[config.mk]
export PLATFORM = sky130hd
export DESIGN_NAME = countdown_ctrl
export DESIGN_NICKNAME = d
export VERILOG_FILES = /design/src/rtl/countdown_ctrl.sv
export SDC_FILE = /design/constraint.sdc
export NUM_CORES = 1
export LEC_CHECK = 0
export CAP_MARGIN = 15
export CORE_MARGIN = 3
export CORE_UTILIZATION = 57
export DETAILED_ROUTE_END_ITERATION = 7
export PLACE_DENSITY_LB_ADDON = 0.05
export RECOVER_POWER = 25
export SKIP_CTS_REPAIR_TIMING = 1
export SLEW_MARGIN = 40
export SYNTH_ARGS = -nofsm -noshare
export SYNTH_HDL_FRONTEND = slang
export SYNTH_SLANG_ARGS = --single-unit
[constraint.sdc]
create_clock -name clk -period 2.3 [get_ports clk]
set_clock_uncertainty 0.2 [all_clocks]
set_input_delay 0.23 -clock clk [delete_from_list [all_inputs] [get_ports clk]]
set_output_delay 0.23 -clock clk [all_outputs]
set_load 0.1 [all_outputs]
[src/rtl/countdown_ctrl.sv]
// Countdown controller: start/pause key handling, tick prescaler, and digit-counter strobes for a two-digit BCD timer.
// Latency: key rise seen on a clock edge, state and outputs change at the following edge; all outputs registered.
// Backpressure: none; keys are level inputs edge-detected internally, tick suppressed by start/pause is dropped.
// Optional feature: define COUNTDOWN_WARN_EN to drive the low-time warn indicator; otherwise warn is tied 0.
module countdown_ctrl #(
    parameter int TICK_DIV = 50000000
) (
    input  logic       clk,
    input  logic       resetN,
    input  logic       start_key,
    input  logic       pause_key,
    input  logic [3:0] ones,
    input  logic [3:0] tens,
    output logic       load_n,
    output logic       ones_en_cnt,
    output logic       tens_en_cnt,
    output logic       running,
    output logic       paused,
    output logic       timeout,
    output logic       expired_pulse,
    output logic       warn
);

    localparam int PW = $clog2(TICK_DIV);
    localparam logic [PW-1:0] PRESC_LAST = PW'(TICK_DIV - 1);

    typedef enum logic [2:0] {
        S_IDLE    = 3'd0,
        S_LOAD    = 3'd1,
        S_RUNNING = 3'd2,
        S_PAUSED  = 3'd3,
        S_EXPIRED = 3'd4
    } state_t;

    state_t        state_q, state_d;
    logic [PW-1:0] presc_q, presc_d;
    logic          start_hist_q, start_hist_d;
    logic          pause_hist_q, pause_hist_d;
    logic          load_n_q, load_n_d;
    logic          ones_en_q, ones_en_d;
    logic          tens_en_q, tens_en_d;
    logic          running_q, running_d;
    logic          paused_q, paused_d;
    logic          timeout_q, timeout_d;
    logic          exp_pulse_q, exp_pulse_d;

    logic          start_req;
    logic          pause_req;
    logic          tick;
    logic          ones_zero;
    logic          digits_zero;

    // Key rise detection against the previous cycle's key level.
    always_comb begin
        start_hist_d = start_key;
        pause_hist_d = pause_key;
        start_req    = start_key & ~start_hist_q;
        pause_req    = pause_key & ~pause_hist_q;
    end

    // Tick is the prescaler wrap cycle; any nonzero code (including non-BCD) counts as "not zero".
    always_comb begin
        tick        = (presc_q == PRESC_LAST);
        ones_zero   = (ones == 4'd0);
        digits_zero = ones_zero && (tens == 4'd0);
    end

    // Next-state, prescaler and digit strobes; start beats pause beats tick, and a lost tick is not replayed.
    always_comb begin
        state_d   = state_q;
        presc_d   = presc_q;
        ones_en_d = 1'b0;
        tens_en_d = 1'b0;
        case (state_q)
            S_IDLE: begin
                presc_d = '0;
                if (start_req) begin
                    state_d = S_LOAD;
                end
            end
            S_LOAD: begin
                presc_d = '0;
                state_d = S_RUNNING;
            end
            S_RUNNING: begin
                if (start_req) begin
                    state_d = S_LOAD;
                    presc_d = '0;
                end else if (pause_req) begin
                    // Prescaler freezes at its current value so the resumed second is not shortened.
                    state_d = S_PAUSED;
                end else if (tick) begin
                    presc_d = '0;
                    if (digits_zero) begin
                        state_d = S_EXPIRED;
                    end else begin
                        ones_en_d = 1'b1;
                        tens_en_d = ones_zero;
                    end
                end else begin
                    presc_d = presc_q + 1'b1;
                end
            end
            S_PAUSED: begin
                if (start_req) begin
                    state_d = S_LOAD;
                    presc_d = '0;
                end else if (pause_req) begin
                    state_d = S_RUNNING;
                end
            end
            S_EXPIRED: begin
                presc_d = '0;
                if (start_req) begin
                    state_d = S_LOAD;
                end
            end
            default: begin
                state_d = S_IDLE;
                presc_d = '0;
            end
        endcase
    end

    // Status outputs are registered decodes of the next state so they line up with state_q.
    always_comb begin
        load_n_d    = (state_d != S_LOAD);
        running_d   = (state_d == S_RUNNING);
        paused_d    = (state_d == S_PAUSED);
        timeout_d   = (state_d == S_EXPIRED);
        exp_pulse_d = (state_d == S_EXPIRED) && (state_q != S_EXPIRED);
    end

    // State, prescaler, key history and registered outputs; reset abandons any count in progress.
    always_ff @(posedge clk or negedge resetN) begin
        if (!resetN) begin
            state_q      <= S_IDLE;
            presc_q      <= '0;
            start_hist_q <= 1'b0;
            pause_hist_q <= 1'b0;
            load_n_q     <= 1'b1;
            ones_en_q    <= 1'b0;
            tens_en_q    <= 1'b0;
            running_q    <= 1'b0;
            paused_q     <= 1'b0;
            timeout_q    <= 1'b0;
            exp_pulse_q  <= 1'b0;
        end else begin
            state_q      <= state_d;
            presc_q      <= presc_d;
            start_hist_q <= start_hist_d;
            pause_hist_q <= pause_hist_d;
            load_n_q     <= load_n_d;
            ones_en_q    <= ones_en_d;
            tens_en_q    <= tens_en_d;
            running_q    <= running_d;
            paused_q     <= paused_d;
            timeout_q    <= timeout_d;
            exp_pulse_q  <= exp_pulse_d;
        end
    end

`ifdef COUNTDOWN_WARN_EN
    localparam logic [PW-1:0] PRESC_HALF = PW'(TICK_DIV / 2);

    logic warn_q, warn_d;

    // Warn is steady while paused in the last ten seconds and blinks at tick rate while running there.
    always_comb begin
        warn_d = 1'b0;
        if (tens == 4'd0) begin
            if (state_d == S_PAUSED) begin
                warn_d = 1'b1;
            end else if (state_d == S_RUNNING) begin
                warn_d = (presc_d < PRESC_HALF);
            end
        end
    end

    // Warn register, aligned with the prescaler value it was derived from.
    always_ff @(posedge clk or negedge resetN) begin
        if (!resetN) begin
            warn_q <= 1'b0;
        end else begin
            warn_q <= warn_d;
        end
    end

    assign warn = warn_q;
`else
    assign warn = 1'b0;
`endif

    assign load_n        = load_n_q;
    assign ones_en_cnt   = ones_en_q;
    assign tens_en_cnt   = tens_en_q;
    assign running       = running_q;
    assign paused        = paused_q;
    assign timeout       = timeout_q;
    assign expired_pulse = exp_pulse_q;

endmodule

==> results of run 1 <==
[cell families after synthesis]
group                      after synthesis
muxes                                    1
and+or+nand+nor                        110
buffers and inverters                   17
adders and majority gates                1
xor gates and xnor gates                11
DFF                                     38
AOI/OAI and AO/OA                       46
other                                    1
[Yosys cell counts, drive strengths merged, types with 2 or more instances]
library cell / instances
and2: 4
inv: 5
nor2b: 3
nand3b: 2
or3b: 2
and3: 5
nor3: 4
nor4: 7
nand2b: 4
nor4b: 2
a31oi: 14
o22ai: 2
xnor2: 6
a211oi: 3
o21ai: 6
nor2: 22
and4: 6
dfrtp: 37
nand3: 12
o31ai: 2
nor3b: 3
nand4: 13
xor2: 5
a21oi: 8
buf: 10
clkbuf: 2
nand2: 18
o211ai: 4
[area by class of cell]
class / instances / area [um2] / area share (%)
inverters: 5 / 18.77 / 0.7257
multi-input cells: 170 / 1091 / 42.19
clock inverters: 1 / 5.005 / 0.1935
well taps: 46 / 57.56 / 2.225
flip-flops and latches: 38 / 952.2 / 36.82
repair buffers: 46 / 375.4 / 14.51
clock buffers: 7 / 86.33 / 3.338
[where the power goes]
| part | switching (uW) | internal, uW | total (uW) | leakage (uW) |
|---|---|---|---|---|
| clock | 226 | 242 | 467 | 0.0000482 |
| sequential | 57.2 | 725 | 782 | 0.000514 |
| combinational | 535 | 273 | 808 | 0.000558 |
| total | 818 | 1240 | 2060 | 0.00112 |
[per-stage QoR]
step                setup WS [ns]  hold WS (ns)    TNS, ns
floorplan                  0.3087       -0.2656          0
global placement         -0.05330       0.09561   -0.05330
detailed placement       -0.01289        0.1033   -0.01289
CTS                       0.02910       -0.2056          0
global route            -0.004823        0.3646  -0.004823
finish                    0.08895        0.3372          0
[per-layer routing]
| metal | vias to the layer above | track usage, % | share of wire, % |
|---|---|---|---|
| met5 | - | 0 | 0 |
| met4 | 0 | 9.367 | 1.5 |
| met3 | 12 | 4.553 | 6.4 |
| met2 | 90 | 43.19 | 49 |
| met1 | 909 | 32.69 | 43 |
| li1 | 926 | - | - |
[sequential cells by signal, summed over array words and instances (netlist names)]
name and count:
tens_en_cnt 1, start_hist_q 1, state_q 3, expired_pulse 1
pause_hist_q 1, paused 1, presc_q 26, ones_en_cnt 1
load_n 1, timeout 1, running 1
[worst min path at each step]
stage	startpoint	end	slack, ns	depth (start not counted)
floorplan	resetN	expired_pulse	-0.27	0
global placement	resetN	pause_hist_q	0.1	2
detailed placement	resetN	state_q[1]	0.10	2
CTS	resetN	presc_q[15]	-0.21	2
global route	state_q[2]	running	0.36	1
finish	presc_q[23]	presc_q[23]	0.34	1
==> flow_summary.ini, run 1 <==
[die]
dieHeight_um = 66.96
initial_utilization_pct = 61.08
fp.coreArea_um2 = 3468
ios = 20
rows = 21
die_x_um = 66.96
die_area_um2 = 4484

[route]
drcViolationCount = 0
wl_per_cell_um = 16.26
drt_iter0_markers = 208
final_antenna_net_count = 0
wl_mm = 5.088
vias_per_cell = 6.188
dr.pass1.iters = 5
vias = 1937

[global_routing]
grt_pass1_vias = 1856
grt-ovfl-total = 0
grt_pass1_wl_mm = 8.666
grt_usage_pct = 25.63
grt_start_max_net_pins = 39
antenna_found_initial = 0

[logic_synthesis]
ys_seq_elements = 38
syn_avg_cell_area_um2 = 9.415
synth_nets = 238
yosysTopAreaCell = dfrtp_1
synth_top_area_share_pct = 43.71
synth_top_family_by_area = simple AND/OR/NAND/NOR gates
synth_compound_area_share_pct = 14.35
synth_cell_types = 51
synth_edf_count = 0
synthSimpleGateAreaFrac_pct = 31.19
synthTopCellsByArea = dfrtp_1, a31oi_1, nand4_1, nor2_1, nand2_1
synth_xor_xnor_area_share_pct = 4.548
synth_top_flop_cell = dfrtp_1
muxShareOfSynthArea_pct = 0.4725
async_flop_share_pct = 100.0
synth_area_um2 = 2118
yosysWarningCount = 0
ys_seq_area_share_pct = 44.95
synth-adder-area-share_pct = 0.5907
synthCells = 225

[sta]
min_period_over_period_pct = 96.13
hold_violations = 0
setup_viol = 0
min_period_ns = 2.211
slew_headroom_pct = 37.87
slew_violations = 0
fmaxAchievable_mhz = 452.3
rsz0062_at_grt = true
worst_pin_slew_ns = 0.9319

[cts]
numCtsBuffers = 5
clk_latency_ns = 0.29
clk_path_buf_depth = 2
clkSlewWorstSetupHoldPaths_ns = 0.08
cts_root_buf = clkbuf_8
cts_tree = yes
htreeDepth = 2
clock-sinks = 38

[worst_setup_path]
arrival_ns = 2.20
crit_type = register to register
max_stage_delay_ns = 0.42
cp-end-kind = register
cp.required_ns = 2.29
r2r_setup_slack_ns = 0.09
rr_endpoint = state_q[2]
path_cells = ha_1 > and4_1 > nand4_1 > nand3b_4 > buf_6 > or4_4 > a211oi_1
crit_slowest_cell = or4_4
cp.depth = 7
cp-start-kind = register
endpoint = state_q[2]
path_buf_inv = 1
crit_start = presc_q[1]
crit-reg2reg-launch = presc_q[1]
path_max_fanout = 12
cp_top_family = simple AND/OR/NAND/NOR gates
reg2reg_depth = 7

[place]
dp.cells = 304
hpwl_mm = 3.656
portBuffers = 18
place_congestion = 0.8859
placed_area_um2 = 2480

[cells_and_area]
drive_gt1_share_pct = 19.48
fin_util_pct = 74.57
fill_cells = 248
area_delta_synth_final_pct = 22.09
mostFrequentLayoutCell = dfrtp_1
layout_common_cells = dfrtp_1, buf_4, nor2_1, nand2_1, a31oi_1
design_area_um2 = 2586
layout.nets = 279
fin_cells = 313
diodes = 0

[pwr]
leakagePower_uw = 0.001120
peakVddDrop_uv = 529.2
pwr_density_cell_nw_per_um2 = 795.7
p_total_uw = 2058

[min_path]
hold_class = register to register

[run_status]
status = complete, no violations

[job]
cap_violations = 0
Note: power is estimated with default switching activity, not from simulation.
==> run 2, diff against run 1 <==
--- a/config.mk
+++ b/config.mk
@@ -10,8 +10,9 @@
 export CORE_UTILIZATION = 57
 export DETAILED_ROUTE_END_ITERATION = 7
 export PLACE_DENSITY_LB_ADDON = 0.05
-export RECOVER_POWER = 25
+export RECOVER_POWER = 100
 export SKIP_CTS_REPAIR_TIMING = 1
+export SKIP_LAST_GASP = 1
 export SLEW_MARGIN = 40
 export SYNTH_ARGS = -nofsm -noshare
 export SYNTH_HDL_FRONTEND = slang
==> run 2 against run 1 <==
First-iteration DRC count is 0.48% lower. Utilization is 1.0 points lower. Largest cell class unchanged. Clock-buffer cell count stayed put. Maximum frequency is 1.4% lower. Global-route usage stayed put. Largest power group unchanged. Die area stayed put. Combinational power is 2.5% lower. Critical path depth stayed put. Non-clock buffer count stayed put. Power is 1.1% lower.
==> flow_summary.ini, run 2 (synthesis gave the netlist of run 1 again) <==
[route]
vias_per_cell = 6.201
drcViolationCount = 0
wl_per_cell_um = 16.34
final_antenna_net_count = 0
vias = 1941
drt_iter0_markers = 207
dr.pass1.iters = 7
wl_mm = 5.115

[sta]
min_period_over_period_pct = 97.51
hold_violations = 0
slew_violations = 0
slew_headroom_pct = 21.19
rsz0062_at_grt = true
fin_tns_setup_ns = 0
fmaxAchievable_mhz = 445.9
setup_ws_ns = 0.05722
worst_pin_slew_ns = 1.187
min_period_ns = 2.243
setup_viol = 0

[cells_and_area]
diodes = 0
layout_common_cells = dfrtp_1, buf_4, nor2_1, nand2_1, a31oi_1
largest_register_ffs = 26
design_area_um2 = 2550
layout.nets = 279
area_delta_synth_final_pct = 20.38
top_register = presc_q
fin_cells = 313
reg_top3 = presc_q (26), state_q (3)
drive_gt1_share_pct = 16.48
fill_cells = 258
mostFrequentLayoutCell = dfrtp_1

[cts]
clkSlewWorstSetupHoldPaths_ns = 0.08
clk_path_buf_depth = 2
numCtsBuffers = 5
htreeDepth = 2
clk_latency_ns = 0.29
cts_root_buf = clkbuf_8
cts_tree = yes
clock-sinks = 38

[place]
dp_slack_ns = -0.01289
dp.cells = 304
hpwl_mm = 3.656
placed_area_um2 = 2480
portBuffers = 18
place_congestion = 0.8859

[global_routing]
grt_pass1_wl_mm = 8.666
grt_start_max_net_pins = 39
grt-ovfl-total = 0
grt_pass1_vias = 1856
grt_usage_pct = 25.63
antenna_found_initial = 0

[min_path]
hold_class = register to register

[run_status]
status = complete, no violations

[pwr]
leakagePower_uw = 0.001085
pwr_density_cell_nw_per_um2 = 798.5
peakVddDrop_uv = 528.3

[worst_setup_path]
arrival_ns = 2.23
cp-start-kind = register
cp.required_ns = 2.29
path_max_fanout = 12
cp-end-kind = register
crit_type = register to register

[die]
initial_utilization_pct = 61.08
dieHeight_um = 66.96
die_area_um2 = 4484
rows = 21
ios = 20
fp.coreArea_um2 = 3468
die_x_um = 66.96

[job]
cap_violations = 0
[run 2: final timing paths]
path | from | depth (start not counted) | slack, ns | to
max reg2reg | presc_q[1] | 7 | 0.06 | state_q[2]
min reg2reg | presc_q[19] | 1 | 0.33 | presc_q[19]
min in group asynchronous | resetN | 3 | 0.49 | expired_pulse
max in group asynchronous | resetN | 3 | 0.83 | presc_q[3]
max | presc_q[1] | 7 | 0.06 | state_q[2]
min | presc_q[19] | 1 | 0.33 | presc_q[19]
[run 2: through the flow]
step,hold slack [ns],total power (uW),utilization [%]
floorplan,-0.2656,1321,-
global placement,0.09561,1562,71.39
detailed placement,0.1033,1591,71.50
CTS,-0.2056,2055,74.13
global route,0.3646,2147,73.52
finish,0.3326,2036,73.52
[run 2: area by class of cell]
cell class / count / area [um2] / share of cell area [%]
multi-input cells: 170 / 1091 / 42.79
flip-flops and latches: 38 / 952.2 / 37.34
repair buffers: 46 / 339.1 / 13.30
clock buffers: 7 / 86.33 / 3.386
well taps: 46 / 57.56 / 2.257
inverters: 5 / 18.77 / 0.7360
clock inverters: 1 / 5.005 / 0.1963
[run 2: metal layers]
metal | wire [um] | track usage (%) | part of all wire, %
met2 | 2522 | 43.19 | 49
met5 | 0 | 0 | 0
met4 | 61 | 9.367 | 1.2
met1 | 2182 | 32.69 | 43
met3 | 348 | 4.553 | 6.8
[run 2: power breakdown]
| group | switching (uW) | internal, uW | leakage [uW] |
|---|---|---|---|
| Combinational | 534 | 255 | 0.000523 |
| Clock | 223 | 242 | 0.0000482 |
| Sequential | 57.8 | 725 | 0.000514 |
| Total | 815 | 1220 | 0.00109 |
[run 2: worst max-delay path, cell delays in order, from the launching register on]
cell and delay (ns):
dfrtp_1 0.36, ha_1 0.17, and4_1 0.22, nand4_1 0.12
nand3b_4 0.18, buf_4 0.19, or4_4 0.43, a211oi_1 0.27
==> RTL edit 1, RTL diff (config.mk and constraints of run 1) <==
Register the input `start_key` before use, cleared by the reset. The logic sees it one clock later. The other inputs are not delayed to match.
--- a/src/rtl/countdown_ctrl.sv
+++ b/src/rtl/countdown_ctrl.sv
@@ -33,4 +33,14 @@
     } state_t;
 
+    logic start_key_q;
+
+    always_ff @(posedge clk or negedge resetN) begin
+        if (!resetN) begin
+            start_key_q <= '0;
+        end else begin
+            start_key_q <= start_key;
+        end
+    end
+
     state_t        state_q, state_d;
     logic [PW-1:0] presc_q, presc_d;
@@ -53,7 +63,7 @@
     // Key rise detection against the previous cycle's key level.
     always_comb begin
-        start_hist_d = start_key;
+        start_hist_d = start_key_q;
         pause_hist_d = pause_key;
-        start_req    = start_key & ~start_hist_q;
+        start_req    = start_key_q & ~start_hist_q;
         pause_req    = pause_key & ~pause_hist_q;
     end
Function: changed (a bounded check fails within 4 cycles, from zero or initial values and one cycle with resetN low).
==> RTL edit 1 against run 1 <==
Cell area is 0.87% lower; synthesized area is 1.2% higher; wire length is 4.4% lower; sequential cell count is 1 higher; combinational power is 3.1% lower; sequential power is 3.7% higher; synthesized cell count is 0.44% higher; total power is 0.91% lower; first-iteration DRC count is 43% lower; setup slack worse by 0.037 ns; non-clock buffer count is 7 lower; critical path type unchanged; die area is 1.1% higher.
==> RTL edit 1: results (changes against run 1) <==
Critical path
  • R2R depth: 7 (unchanged)
  • Crit path capture: state_q[2] (unchanged)
  • CP max-delay cell: or4_4 (unchanged)
  • CP startpoint: presc_q[1] (unchanged)
  • Slowest cell delay on critical path: 0.44 ns (was 0.42 ns)
  • CP Max Fanout: 8 (was 12)
  • CP arrival: 2.24 ns (was 2.20 ns)
  • CP top delay family: simple AND/OR/NAND/NOR gates (unchanged)

Min path
  • Hold Crit Class: reg2reg (unchanged)
  • Hold Crit Depth: 0 (was 1)
  • WHS Endpoint: start_hist_q (was presc_q[23])
  • Hold wc startpoint: start_hist_d (was presc_q[23])

Logic synthesis
  • Top cells by area, synth: dfrtp_1 44%, a31oi_1 4.1%, nand4_1 3.8%, nor2_1 3.7%, nand2_1 3.2% (unchanged)
  • Post-synth top cells: 38 x dfrtp_1, 21 x nor2_1, 18 x nand2_1 (was 37 x dfrtp_1, 21 x nor2_1, 18 x nand2_1)
  • Distinct cells, synth: 51 (unchanged)
  • Synth warn: 0 (unchanged)
  • Mapped Cells: 226 (was 225)
  • Syn nets: 239 (was 238)
  • Sequential fraction of the synthesis area: 0.456 (was 0.449)
  • Ys async rst share: 1.00 (unchanged)

Route
  • Drt wl/cell: 15.8 um (was 16.3 um)
  • Vias: 1,905 (was 1,937)
  • DR iter-0 viols: 119 (was 208)

Global route
  • Vias in the first global route: 1,723 (was 1,856)
  • First-pass GRT wire length: 7.73 mm (was 8.67 mm)
  • Largest net degree at the start of global routing: 40 (was 39)
  • Global Route Usage Sum: 0.227 (was 0.256)
  • Initial antenna violation count: 0 (unchanged)

Place
  • Inst Count DP: 297 (was 304)
  • Port bufs: 18 (unchanged)
  • Placed instance area: 2440 sq um (was 2480 sq um)
  • Dpl ws: 0.0303 ns (was -0.0129 ns)
  • Placed wire-length estimate: 3.43 mm (was 3.66 mm)
  • Routability cong.: 0.888 (was 0.886)

Timing
  • Fin worst setup slack: 0.0519 ns (was 0.0890 ns)
  • Slew margin rel.: 0.368 (was 0.379)
  • Worst Hold Margin: 0.199 ns (was 0.337 ns)

Final layout
  • Multi-input logic area: 1110 sq um (was 1090 sq um)
  • # nets final: 273 (was 279)
  • FILL cells: 259 (was 248)
  • Biggest regs: presc_q (26), state_q (3) (unchanged)
  • Share of layout cells above drive strength 1: 0.180 (was 0.195)
  • Final cell count without fillers: 307 (was 313)

Power and ir drop
  • Seq pwr share: 0.398 (was 0.380)
  • Net Switching: 0.000822 W (was 0.000818 W)
  • Peak supply drop: 0.382 mV (was 0.529 mV)
  • P_clk: 0.000445 W (was 0.000467 W)
  • Comb power frac: 0.384 (was 0.393)
  • Pleak: 1.09 nW (was 1.12 nW)

Run status
  • Status: completed (unchanged)

Clock network
  • Clk buf depth: 2 (unchanged)
  • Inserted Clock Buffers: 5 (unchanged)
  • Clock Latency Late Sink: 0.29 ns (about the same)
RTL edit 1: cell types whose count changed after synthesis, sizes merged:
cell / before / now
dfrtp: 37 / 38
RTL edit 1: logic make-up (layout without fill, tap and decap cells):
group                      Yosys count  after routing  synth area share
buffers and inverters               17             52            0.0368
and+or+nand+nor                    110            110             0.308
other                                1              1           0.00175
xor gates and xnor gates            11             11            0.0449
adders and majority gates            1              1           0.00584
DFF                                 39             39             0.456
muxes                                1              1           0.00467
AOI/OAI and AO/OA                   46             46             0.142
RTL edit 1: cell type report:
class | instances | area share
clock buffers | 7 | 0.0298
inverters | 5 | 0.00732
multi-input cells | 170 | 0.433
flip-flops and latches | 39 | 0.381
well taps | 46 | 0.0224
repair buffers | 39 | 0.124
clock inverters | 1 | 0.00195
RTL edit 1: layer usage:
metal / vias up / global-route usage / share of wire
li1: 910 / - / -
met4: 0 / 0.0962 / 0.014
met1: 923 / 0.288 / 0.45
met5: - / 0 / 0
met3: 9 / 0.0516 / 0.059
met2: 63 / 0.372 / 0.48
==> RTL edit 2, RTL diff (flow settings as in run 1) <==
Made on the original files. `TICK_DIV`: 50000000 -> 12500000.
--- a/src/rtl/countdown_ctrl.sv
+++ b/src/rtl/countdown_ctrl.sv
@@ -4,5 +4,5 @@
 // Optional feature: define COUNTDOWN_WARN_EN to drive the low-time warn indicator; otherwise warn is tied 0.
 module countdown_ctrl #(
-    parameter int TICK_DIV = 50000000
+    parameter int TICK_DIV = 12500000
 ) (
     input  logic       clk,
Function: no difference found for any inputs over 10 cycles, from zero or initial values and one cycle with resetN low; that may be too few to reach the edited logic, so the function may still have changed.
==> RTL edit 2 against run 1 <==
Cell area down 4.1%; critical endpoint is now presc_q[18]; wire length shrank 2.3%; highest routed layer unchanged; setup slack lost 0.013 ns; critical path depth decreased by 1; synthesized cell count down 6.2%; largest cell class unchanged; sequential cell count shrank 2; synthesized area fell by 8.2%; via count down 5.6%; total power fell by 4.5%.
==> RTL edit 2: results (changes against run 1) <==
Timing
  • Fin worst setup slack: 0.0755 ns (was 0.0890 ns)

Route
  • Detailed Route WL: 4.97 mm (was 5.09 mm)
  • First drt pass iteration count: 4 (was 5)
  • DR iter-0 viols: 114 (was 208)
  • Vias: 1,829 (was 1,937)

Place
  • Routability cong.: 0.859 (was 0.886)
  • Inst Count DP: 295 (was 304)
  • Dpl ws: 0.0188 ns (was -0.0129 ns)

Min path
  • Hold Crit Class: in2reg (was reg2reg)

Critical path
  • Slowest cell delay on critical path: 0.48 ns (was 0.42 ns)
  • CP Max Fanout: 7 (was 12)
  • CP arrival: 2.30 ns (was 2.20 ns)

Global route
  • Global Route Usage Sum: 0.259 (was 0.256)

Logic synthesis
  • Mapped Cells: 211 (was 225)
  • Area share of xor/xnor cells in the synthesized design: 0.0315 (was 0.0455)
  • Sequential fraction of the synthesis area: 0.464 (was 0.449)
  • Post-synth top cells: 35 x dfrtp_1, 18 x nand2_1, 18 x nor2_1 (was 37 x dfrtp_1, 21 x nor2_1, 18 x nand2_1)
  • Top cells by area, synth: dfrtp_1 45%, nand3_1 3.9%, a21oi_1 3.6%, nand2_1 3.5%, nor2_1 3.5% (was dfrtp_1 44%, a31oi_1 4.1%, nand4_1 3.8%, nor2_1 3.7%, nand2_1 3.2%)
  • Synth Area in Adders: 0.00643 (was 0.00591)

Power and ir drop
  • Peak supply drop: 0.488 mV (was 0.529 mV)
  • Pleak: 1.09 nW (was 1.12 nW)

Clock network
  • Clock Latency Late Sink: 0.35 ns (was 0.29 ns)
  • Clock-pin slew on the worst setup and hold paths: 0.11 ns (was 0.08 ns)

Final layout
  • Biggest regs: presc_q (24), state_q (3) (was presc_q (26), state_q (3))
  • Final cell count without fillers: 307 (was 313)
  • # nets final: 276 (was 279)

Run status
  • Status: completed (unchanged)
RTL edit 2: path summary, 6_finish.rpt:
check                                 start           end  depth (start not counted)
worst max register to register  presc_q[12]   presc_q[18]                          6
max in group asynchronous            resetN    state_q[1]                          2
worst min register to register   state_q[2]       running                          1
min in group asynchronous            resetN   presc_q[22]                          2
worst max-delay path            presc_q[12]   presc_q[18]                          6
worst min-delay path              pause_key  pause_hist_q                          1
RTL edit 2: final cells by class:
cell class / count / area, sq um
Timing Repair Buffer: 51 / 408
Inverter: 5 / 18.8
Multi-Input combinational cell: 164 / 1030
Clock buffer: 7 / 65.1
Sequential cell: 36 / 903
Fill cell: 224 / 672
Tap cell: 44 / 55.1
RTL edit 2: kinds of logic after synthesis:
kind of cell,after synthesis
and+or+nand+nor,104
xor gates and xnor gates,7
AOI/OAI and AO/OA,47
other,1
adders and majority gates,1
muxes,3
DFF,36
buffers and inverters,12
RTL edit 2: metrics by stage:
stage               hold WS (ns)  setup TNS (ns)
detailed placement         0.320               0
global route               0.290        -0.00394
floorplan                 -0.266               0
global placement           0.311               0
finish                     0.287               0
CTS                        0.102        -0.00510
RTL edit 2: per-layer routing:
layer	track usage	part of all wire
met1	0.353	0.46
met4	0.100	0.014
met3	0.0555	0.057
met2	0.405	0.47
met5	0	0
RTL edit 2: power breakdown:
| part | internal [W] | switching (W) | total (W) |
|---|---|---|---|
| Combinational | 0.000301 | 0.000540 | 0.000841 |
| Sequential | 0.000690 | 0.0000562 | 0.000746 |
| Clock | 0.000173 | 0.000204 | 0.000377 |
RTL edit 2: worst reg2reg max path, stage by stage, from the launching register on:
cell and delay (ns):
dfrtp_1 0.47, and3_1 0.25, and3_1 0.22, a21bo_2 0.28
buf_4 0.14, or4_1 0.48, o21ai_0 0.10
